### src/rtl/iter_scheduler.sv
// Row/column iteration scheduler: loads each row, then launches one PE per column onto the lowest ready PE.
// Optional ITER_SCHED_PERF_EN adds a saturating stall_cycles counter output.
module iter_scheduler #(
   parameter int unsigned N_MAX  = 4,
   parameter int unsigned M_MAX  = 4,
   parameter int unsigned NUM_PE = 2,
   localparam int unsigned NW = $clog2(N_MAX + 1),
   localparam int unsigned MW = $clog2(M_MAX + 1)
) (
   input  logic              clk,
   input  logic              rst_n,
   input  logic              start,
   input  logic [NW-1:0]     n_cfg,
   input  logic [MW-1:0]     m_cfg,
   input  logic              mem_stall,
   input  logic              fifo_full,
   input  logic [NUM_PE-1:0] PE_ready,
   input  logic              abort,
   output logic              load_row,
   output logic [NUM_PE-1:0] start_PE,
   output logic [NW-1:0]     row_idx,
   output logic [MW-1:0]     col_idx,
   output logic              busy,
   output logic              done
`ifdef ITER_SCHED_PERF_EN
   ,
   output logic [31:0]       stall_cycles
`endif
);

   typedef enum logic [2:0] {
      ST_IDLE     = 3'd0,
      ST_LOAD     = 3'd1,
      ST_DISPATCH = 3'd2,
      ST_DRAIN    = 3'd3,
      ST_FIN      = 3'd4
   } state_t;

   state_t          state, state_d;
   logic [NW-1:0]   n_q, n_d, row_d;
   logic [MW-1:0]   m_q, m_d, col_d;
   logic            launch_ok;
   logic            job_start;
   logic            cfg_bad;

   assign launch_ok = !mem_stall && !fifo_full && (|PE_ready);
   assign job_start = (state == ST_IDLE) && start && !abort;
   assign cfg_bad   = (n_cfg == '0) || (m_cfg == '0) ||
                      (n_cfg > NW'(N_MAX)) || (m_cfg > MW'(M_MAX));
   assign busy      = (state != ST_IDLE);
   // An abort during FIN still swallows the completion pulse.
   assign done      = (state == ST_FIN) && !abort;

   always_ff @(posedge clk or negedge rst_n) begin
      if (!rst_n) begin
         state   <= ST_IDLE;
         n_q     <= '0;
         m_q     <= '0;
         row_idx <= '0;
         col_idx <= '0;
      end else begin
         state   <= state_d;
         n_q     <= n_d;
         m_q     <= m_d;
         row_idx <= row_d;
         col_idx <= col_d;
      end
   end

   // Next-state and launch decode; load_row/start_PE are combinational by design.
   always_comb begin
      state_d  = state;
      n_d      = n_q;
      m_d      = m_q;
      row_d    = row_idx;
      col_d    = col_idx;
      load_row = 1'b0;
      start_PE = '0;
      if (abort && (state != ST_IDLE)) begin
         state_d = ST_IDLE;
      end else begin
         case (state)
            ST_IDLE: begin
               if (job_start) begin
                  n_d     = n_cfg;
                  m_d     = m_cfg;
                  row_d   = '0;
                  col_d   = '0;
                  state_d = cfg_bad ? ST_FIN : ST_LOAD;
               end
            end
            ST_LOAD: begin
               load_row = !mem_stall;
               if (!mem_stall) state_d = ST_DISPATCH;
            end
            ST_DISPATCH: begin
               if (launch_ok) begin
                  // Isolate the lowest set bit of PE_ready.
                  start_PE = PE_ready & (~PE_ready + NUM_PE'(1));
                  if (col_idx != (m_q - MW'(1))) begin
                     col_d = col_idx + MW'(1);
                  end else if (row_idx != (n_q - NW'(1))) begin
                     row_d   = row_idx + NW'(1);
                     col_d   = '0;
                     state_d = ST_LOAD;
                  end else begin
                     state_d = ST_DRAIN;
                  end
               end
            end
            ST_DRAIN: begin
               if (&PE_ready) state_d = ST_FIN;
            end
            ST_FIN: begin
               state_d = ST_IDLE;
            end
            default: begin
               state_d = ST_IDLE;
            end
         endcase
      end
   end

`ifdef ITER_SCHED_PERF_EN
   logic blocked_c;

   assign blocked_c = ((state == ST_LOAD) && mem_stall) ||
                      ((state == ST_DISPATCH) && (mem_stall || fifo_full));

   // Saturating count of cycles lost to memory or FIFO back-pressure.
   always_ff @(posedge clk or negedge rst_n) begin
      if (!rst_n) begin
         stall_cycles <= '0;
      end else if (job_start) begin
         stall_cycles <= '0;
      end else if (blocked_c && (stall_cycles != '1)) begin
         stall_cycles <= stall_cycles + 32'd1;
      end
   end
`endif

endmodule

### config.mk
export PLATFORM = sky130hd
export DESIGN_NAME = iter_scheduler
export DESIGN_NICKNAME = d
export VERILOG_FILES = /design/src/rtl/iter_scheduler.sv
export SDC_FILE = /design/constraint.sdc
export NUM_CORES = 1
export LEC_CHECK = 0
export ABC_CLOCK_PERIOD_IN_PS = 1770
export CAP_MARGIN = 10
export CELL_PAD_IN_SITES_DETAIL_PLACEMENT = 0
export CELL_PAD_IN_SITES_GLOBAL_PLACEMENT = 2
export CORE_ASPECT_RATIO = 0.9
export CORE_UTILIZATION = 27
export CTS_CLUSTER_DIAMETER = 200
export DETAILED_ROUTE_END_ITERATION = 8
export GPL_TIMING_DRIVEN = 0
export PLACE_DENSITY = 0.78
export SYNTH_ARGS = -nofsm -noshare
export SYNTH_HDL_FRONTEND = slang
export SYNTH_SLANG_ARGS = --single-unit
### constraint.sdc
create_clock -name clk -period 1.77 [get_ports clk]
set_input_delay 0.177 -clock clk [delete_from_list [all_inputs] [get_ports clk]]
set_output_delay 0.177 -clock clk [all_outputs]
set_load 0.05 [all_outputs]
==> results of run 1 <==
==> cell families after synthesis <==
logic type	Yosys count	synth area share, %
and+or+nand+nor	36	23.0
AOI/OAI and AO/OA	17	11.3
buffers and inverters	15	6.79
DFF	15	35.7
muxes	10	10.7
xor gates and xnor gates	6	7.74
adders and majority gates	4	4.76
==> sequential cells by signal, summed over array words and instances, names as in the netlist <==
name	flops
col_idx	3
row_idx	3
m_q	3
state	3
n_q	3
==> worst reg2reg max path, stage by stage, from the launching register on <==
cell and delay (ps):
sky130_fd_sc_hd__dfrtp_1 340, sky130_fd_sc_hd__buf_6 110, sky130_fd_sc_hd__or3b_4 400, sky130_fd_sc_hd__nor4_4 410
sky130_fd_sc_hd__nor4_4 100, sky130_fd_sc_hd__mux2_4 300
==> report_power, final <==
part	internal, mW	switching, mW
Clock	0.159	0.113
Combinational	0.707	0.638
Sequential	0.446	0.0783
==> through the flow <==
| step | utilization (%) | hold slack, ps |
|---|---|---|
| 2_1_floorplan | - | -119 |
| 6_report | 43.2 | 350 |
| 3_3_place_gp | 37.0 | 495 |
| 4_1_cts | 40.8 | 356 |
| 3_5_place_dp | 37.0 | 507 |
| 5_1_grt | 43.2 | 417 |
==> routing by layer <==
layer | GRT usage (%) | vias to the layer above
met2 | 23.1 | 25
met3 | 4.44 | 2
met4 | 1.82 | 0
met5 | 0 | -
met1 | 16.4 | 422
li1 | - | 455
==> timing repair <==
action	CTS	global route
buffers inserted	7	6
pin swaps	7	10
gates resized for setup	36	17
endpoints found under the setup margin	13	9
==> layout by cell type, fill, tap and decap left out, drive strengths merged, types with 2 or more instances in the layout <==
cell type       n
clkbuf          5
clkdlybuf4s50  17
nand2b          2
nor2b           2
o21ai           2
mux2            7
nand3           2
a21oi           3
dfrtp          15
nor2            6
nor4            2
xnor2           2
inv            11
o22ai           2
nand2           3
nor3b           4
nand4           3
buf            19
or3             3
ha              4
mux2i           3
a31oi           3
xor2            2
==> layout make-up <==
type | instances | area [um^2] | area share (%)
inverters | 11 | 41.3 | 2.56
clock buffers | 4 | 45.0 | 2.80
flip-flops and latches | 15 | 379 | 23.5
well taps | 46 | 57.6 | 3.57
repair buffers | 36 | 330 | 20.5
plain buffers | 3 | 26.3 | 1.63
multi-input cells | 73 | 731 | 45.4
==> worst paths after layout <==
check / startpoint / end / slack, ps / depth (start not counted)
min in group clk: abort / state[1] / 410 / 2
worst min-delay path: rst_n / state[1] / 350 / 1
max in group asynchronous: rst_n / state[2] / 940 / 1
worst max-delay path: state[1] / row_idx[0] / -6 / 5
worst min register to register: m_q[1] / m_q[1] / 510 / 1
worst max register to register: state[1] / row_idx[0] / -6 / 5
==> qor.yml, run 1 <==
detail-route-antenna-nets: 0
synth-edff-count: 0
family_with_the_most_delay_on_the_worst_path: "simple AND/OR/NAND/NOR gates"
async_reset_ff_share_pct: 100
design.die.area_mm2: 0.00415
grt_util_all_layers_pct: 13.3
critical_path.n_buffers_inverters: 1
cts_h_tree_depth: 1
pin_count_of_the_biggest_net_entering_global_routing: 16
highest_signal_layer: "met4"
slew_at_the_pin_closest_to_its_max_slew_limit_ps: 688
min-delay-path-class: "input port to asynchronous set/reset pin"
antenna_cells_inserted: 0
area_growth_pct: 53.2
syn_area_mm2: 0.00105
avgViaCountPerCell: 4.81
fin_setup_tns_ps: -6.21
irDropWorstVdd_mv: 0.797
post-place-ws_ps: -466
grt_pass1_wl_um: 3950
firstDrtPassIters: 4
mappedNetlistNets: 121
grt.overflow.total: 0
max-slew-margin-rel_pct: 54.0
filler_cell_count_in_the_final_layout: 364
crit_slowest_cell: "sky130_fd_sc_hd__nor4_4"
synth_top_cell_area_share_pct: 35.7
drv.max_cap_violation_count: 0
number_of_antenna_violations_at_the_first_check_in_global_routing: 0
synthesis.instances: 103
period_minus_slack_ps: 1780
met3_length_um: 141
ys_top_cells_by_count: "sky130_fd_sc_hd__dfrtp_1 (15), sky130_fd_sc_hd__inv_1 (11), sky130_fd_sc_hd__mux2_2 (6), sky130_fd_sc_hd__nor2_1 (6)"
p_leak_nw: 0.679
worst_setup_path_start_kind: "flip-flop"
pin_count: 25
rows: 21
holdBufCountCts: 0
violations_in_the_final_reports: "negative setup slack"
route.met2.wl_um: 1150
cts_buffer_depth: 2
finalNonFillerCells: 188
cpPeakStageDelay_ps: 410
final-max-slew-violation-count: 0
fin_total_pwr_mw: 2.14
port_buffers: 23
dp_hpwl_um: 1830
dpl.cell_count: 172
hold_violations: 0
status: "complete, but fails checks"
synth_top_cell_by_area: "sky130_fd_sc_hd__dfrtp_1"
synth.yosys.warnings: 0
synth.top_cells.by_area: "sky130_fd_sc_hd__dfrtp_1 (36%), sky130_fd_sc_hd__mux2_2 (6.4%), sky130_fd_sc_hd__ha_1 (4.8%)"
layout_cells_sized_above_1_pct: 37.3
cts_root_buf: "sky130_fd_sc_hd__clkbuf_8"
synth_flop_cell: "sky130_fd_sc_hd__dfrtp_1"
cts.sink_count: 15
grt_pass1_vias: 909
core_area_mm2: 0.00373
post-route-cell-area_mm2: 0.00161
total_routed_wire_length_on_the_met1_layer_um: 1170
fin_ws_ps: -6.21
total_vias_in_the_final_route: 904
yosys.cell_types.count: 42
finalSetupViolations: 1
finalNetCount: 161
wl_um: 2480
ys_seq_elements: 15
crit_fanout: 5
clock.fmax_ghz: 0.563
sequence_of_cells_on_the_critical_path: "buf_6, or3b_4, nor4_4, nor4_4, mux2_4"
detail_route.drc_violations: 0
timing.clock.skew_ps: 5.40
die_height_um: 61.2
post-synth-top-count-cell: "sky130_fd_sc_hd__dfrtp_1"
rsz0062_at_grt: "yes"
cts_buffers: 3
wire_per_inst_um: 13.2
starting_density_of_the_core_pct: 28.2
postSynthAreaPerCell_um2: 10.2
finalWeightedCongestion: 0.803
drt-initial-drc-count: 20
cp_most_frequent_cell: "sky130_fd_sc_hd__nor4_4"
clock_tree_from_tritoncts: "yes"
arrival_ps: 1910
worstPathRequired_ps: 1900
die_width_um: 67.8
timing.setup.critical_path_class: "flip-flop to flip-flop"
cts.reportedPaths.clkPinSlew_ps: 60
postPlaceCellArea_mm2: 0.00138
worstSkewPairLatency_ps: 240
synth.yosys.seq_area_share_pct: 35.7
power_density_mw_per_mm2: 1330
timing.final.crit_share_pct: 100
endpoint_kind: "flip-flop"
(Power assumes the default switching activity.)
==> inputs of run 2 (changes only) <==
--- a/config.mk
+++ b/config.mk
@@ -9,12 +9,13 @@
 export CAP_MARGIN = 10
 export CELL_PAD_IN_SITES_DETAIL_PLACEMENT = 0
 export CELL_PAD_IN_SITES_GLOBAL_PLACEMENT = 2
-export CORE_ASPECT_RATIO = 0.9
+export CORE_ASPECT_RATIO = 0.75
 export CORE_UTILIZATION = 27
 export CTS_CLUSTER_DIAMETER = 200
 export DETAILED_ROUTE_END_ITERATION = 8
 export GPL_TIMING_DRIVEN = 0
 export PLACE_DENSITY = 0.78
+export SETUP_SLACK_MARGIN = 0.4
 export SYNTH_ARGS = -nofsm -noshare
 export SYNTH_HDL_FRONTEND = slang
 export SYNTH_SLANG_ARGS = --single-unit
==> qor.yml, run 2 (synthesis gave the netlist of run 1 again) <==
power_density_mw_per_mm2: 1410  # +6.0%
port_buffers: 23  # unchanged
highest_signal_layer: "met4"
core_area_mm2: 0.00368  # -1.2%
p_leak_nw: 0.794  # +17%
clock_tree_from_tritoncts: "yes"
period_minus_slack_ps: 1890  # +114 ps
design.die.area_mm2: 0.00415  # about the same
rsz0062_at_grt: "yes"
irDropWorstVdd_mv: 0.667  # -16%
finalNonFillerCells: 207  # +10%
total_routed_wire_length_on_the_met1_layer_um: 1420  # +21%
number_of_antenna_violations_at_the_first_check_in_global_routing: 0  # unchanged
slew_at_the_pin_closest_to_its_max_slew_limit_ps: 673  # -15.3 ps
finalSetupViolations: 8  # +7
rows: 19  # -9.5%
crit_slowest_cell: "sky130_fd_sc_hd__clkdlybuf4s50_1"
most-common-layout-cells: "sky130_fd_sc_hd__buf_4 (16), sky130_fd_sc_hd__buf_6 (13), sky130_fd_sc_hd__dfrtp_1 (12), sky130_fd_sc_hd__clkdlybuf4s50_1 (12), sky130_fd_sc_hd__inv_1 (8)"
cts_buffers: 3  # unchanged
die_width_um: 74.0  # +9.3%
worst_setup_path_start_kind: "input port"
endpoint_kind: "flip-flop"
detail_route.drc_violations: 0  # unchanged
worstSetupPathDepth: 6  # +1
cts_buffer_depth: 2  # unchanged
pin_count_of_the_biggest_net_entering_global_routing: 16  # unchanged
grt_util_all_layers_pct: 15.5  # +2.2 points
final-max-slew-violation-count: 0  # unchanged
clock.fmax_ghz: 0.529  # -6.0%
cts_root_buf: "sky130_fd_sc_hd__clkbuf_8"
finalWeightedCongestion: 0.719  # -10%
cts.reportedPaths.clkPinSlew_ps: 60  # about the same
grt.overflow.total: 0  # unchanged
wl_um: 2950  # +19%
grt_pass1_vias: 1010  # +11%
max-slew-margin-rel_pct: 55.0  # +1.0 points
cpPeakStageDelay_ps: 500  # +90 ps
layout_commonest_cell: "sky130_fd_sc_hd__buf_4"
arrival_ps: 2030  # +120 ps
timing.clock.skew_ps: 4.72  # -0.688 ps
route.met2.wl_um: 1360  # +18%
family_with_the_most_delay_on_the_worst_path: "buffers and inverters"
holdWs_ps: 332  # -17.9 ps
grt_pass1_wl_um: 4830  # +22%
hold_violations: 0  # unchanged
fin_total_pwr_mw: 2.70  # +26%
detail-route-antenna-nets: 0  # unchanged
firstDrtPassIters: 4  # unchanged
dp_hpwl_um: 1930  # +5.4%
antenna_cells_inserted: 0  # unchanged
avgViaCountPerCell: 4.75  # -1.1%
drv.max_cap_violation_count: 0  # unchanged
pin_count: 25  # unchanged
status: "complete, but fails checks"
timing.setup.critical_path_class: "input port to flip-flop"
fin_ws_ps: -120  # -114 ps
drt-initial-drc-count: 28  # +40%
starting_density_of_the_core_pct: 28.5  # +0.35 points
reg2reg_depth: 8  # +3
total_vias_in_the_final_route: 984  # +8.8%
min-delay-path-class: "input port to asynchronous set/reset pin"
critical_path.n_buffers_inverters: 2  # +1
violations_in_the_final_reports: "negative setup slack"
sequence_of_cells_on_the_critical_path: "clkdlybuf4s50_1, or2_2, a31oi_2, nor4_4, buf_4, mux2_4"
dpl.cell_count: 178  # +3.5%
met3_length_um: 128  # -9.2%
finalNetCount: 174  # +8.1%
worstPathRequired_ps: 1910  # about the same
wire_per_inst_um: 14.3  # +8.2%
timing.final.crit_share_pct: 107  # +6.4 points
worstSkewPairLatency_ps: 250  # about the same
die_height_um: 56.0  # -8.4%
crit_fanout: 5  # unchanged
area_growth_pct: 82.5
cts.sink_count: 15  # unchanged
cts_h_tree_depth: 1  # unchanged
layout_cells_sized_above_1_pct: 54.8  # +18 points
run 2: cell count changes in the layout (fill, tap and decap cells not counted), sizes merged:
cell           delta
clkbuf            +1
clkdlybuf4s50     -5
dlymetal6s2s      -1
buf              +15
clkdlybuf4s15     +3
run 2: through the flow:
step	cell area [um^2]	utilization, %	setup slack (ps)	TNS (ps)
after detailed placement	1420	38.5	-608	-2640
after global routing	1920	52.1	-197	-1280
after CTS	1750	47.4	-110	-406
final	1920	52.1	-120	-551
after global placement	1420	38.5	-591	-2100
after floorplan	1120	-	-58.9	-116
run 2: final timing paths:
path / to / start / slack, ps
worst max-delay path: row_idx[0] / PE_ready[0] / -120
max in group asynchronous: col_idx[2] / rst_n / 960
worst min register to register: m_q[2] / m_q[2] / 520
min in group clk: state[1] / abort / 410
worst max register to register: row_idx[0] / n_q[0] / -120
worst min-delay path: n_q[2] / rst_n / 330
run 2: routing by layer:
layer / vias up / global-route usage [%]
met5: - / 0
met4: 0 / 5.77
met3: 5 / 1.99
met2: 24 / 24.5
met1: 475 / 21.5
li1: 480 / -
run 2: area by class of cell:
type                       count  area [um^2]
multi-input combinational     73          877
tap                           52         65.1
buffer                         4         41.3
timing repair buffer          48          469
clock buffer                   4         45.0
fill                         330         1770
sequential                    15          379
inverter                      11         41.3
run 2: where the power goes:
| part | total, mW | internal [mW] | switching, mW |
|---|---|---|---|
| clock network | 0.285 | 0.160 | 0.125 |
| logic | 1.88 | 1.07 | 0.817 |
| registers | 0.535 | 0.447 | 0.0886 |
run 2: repair_timing:
item / 4_1_cts / 5_1_grt
gates resized for setup: 77 / 28
hold buffers: 0 / 0
setup buffers: 16 / 9
endpoints found under the setup margin: 25 / 21
pin swaps: 12 / 9
==> inputs of run 3 (changes only) <==
--- a/config.mk
+++ b/config.mk
@@ -12,6 +12,7 @@
 export CORE_ASPECT_RATIO = 0.75
 export CORE_UTILIZATION = 27
 export CTS_CLUSTER_DIAMETER = 200
+export CTS_CLUSTER_SIZE = 10
 export DETAILED_ROUTE_END_ITERATION = 8
 export GPL_TIMING_DRIVEN = 0
 export PLACE_DENSITY = 0.78
==> results of run 3 <==
The final DEF is identical to that of run 2; final timing and power are the same.
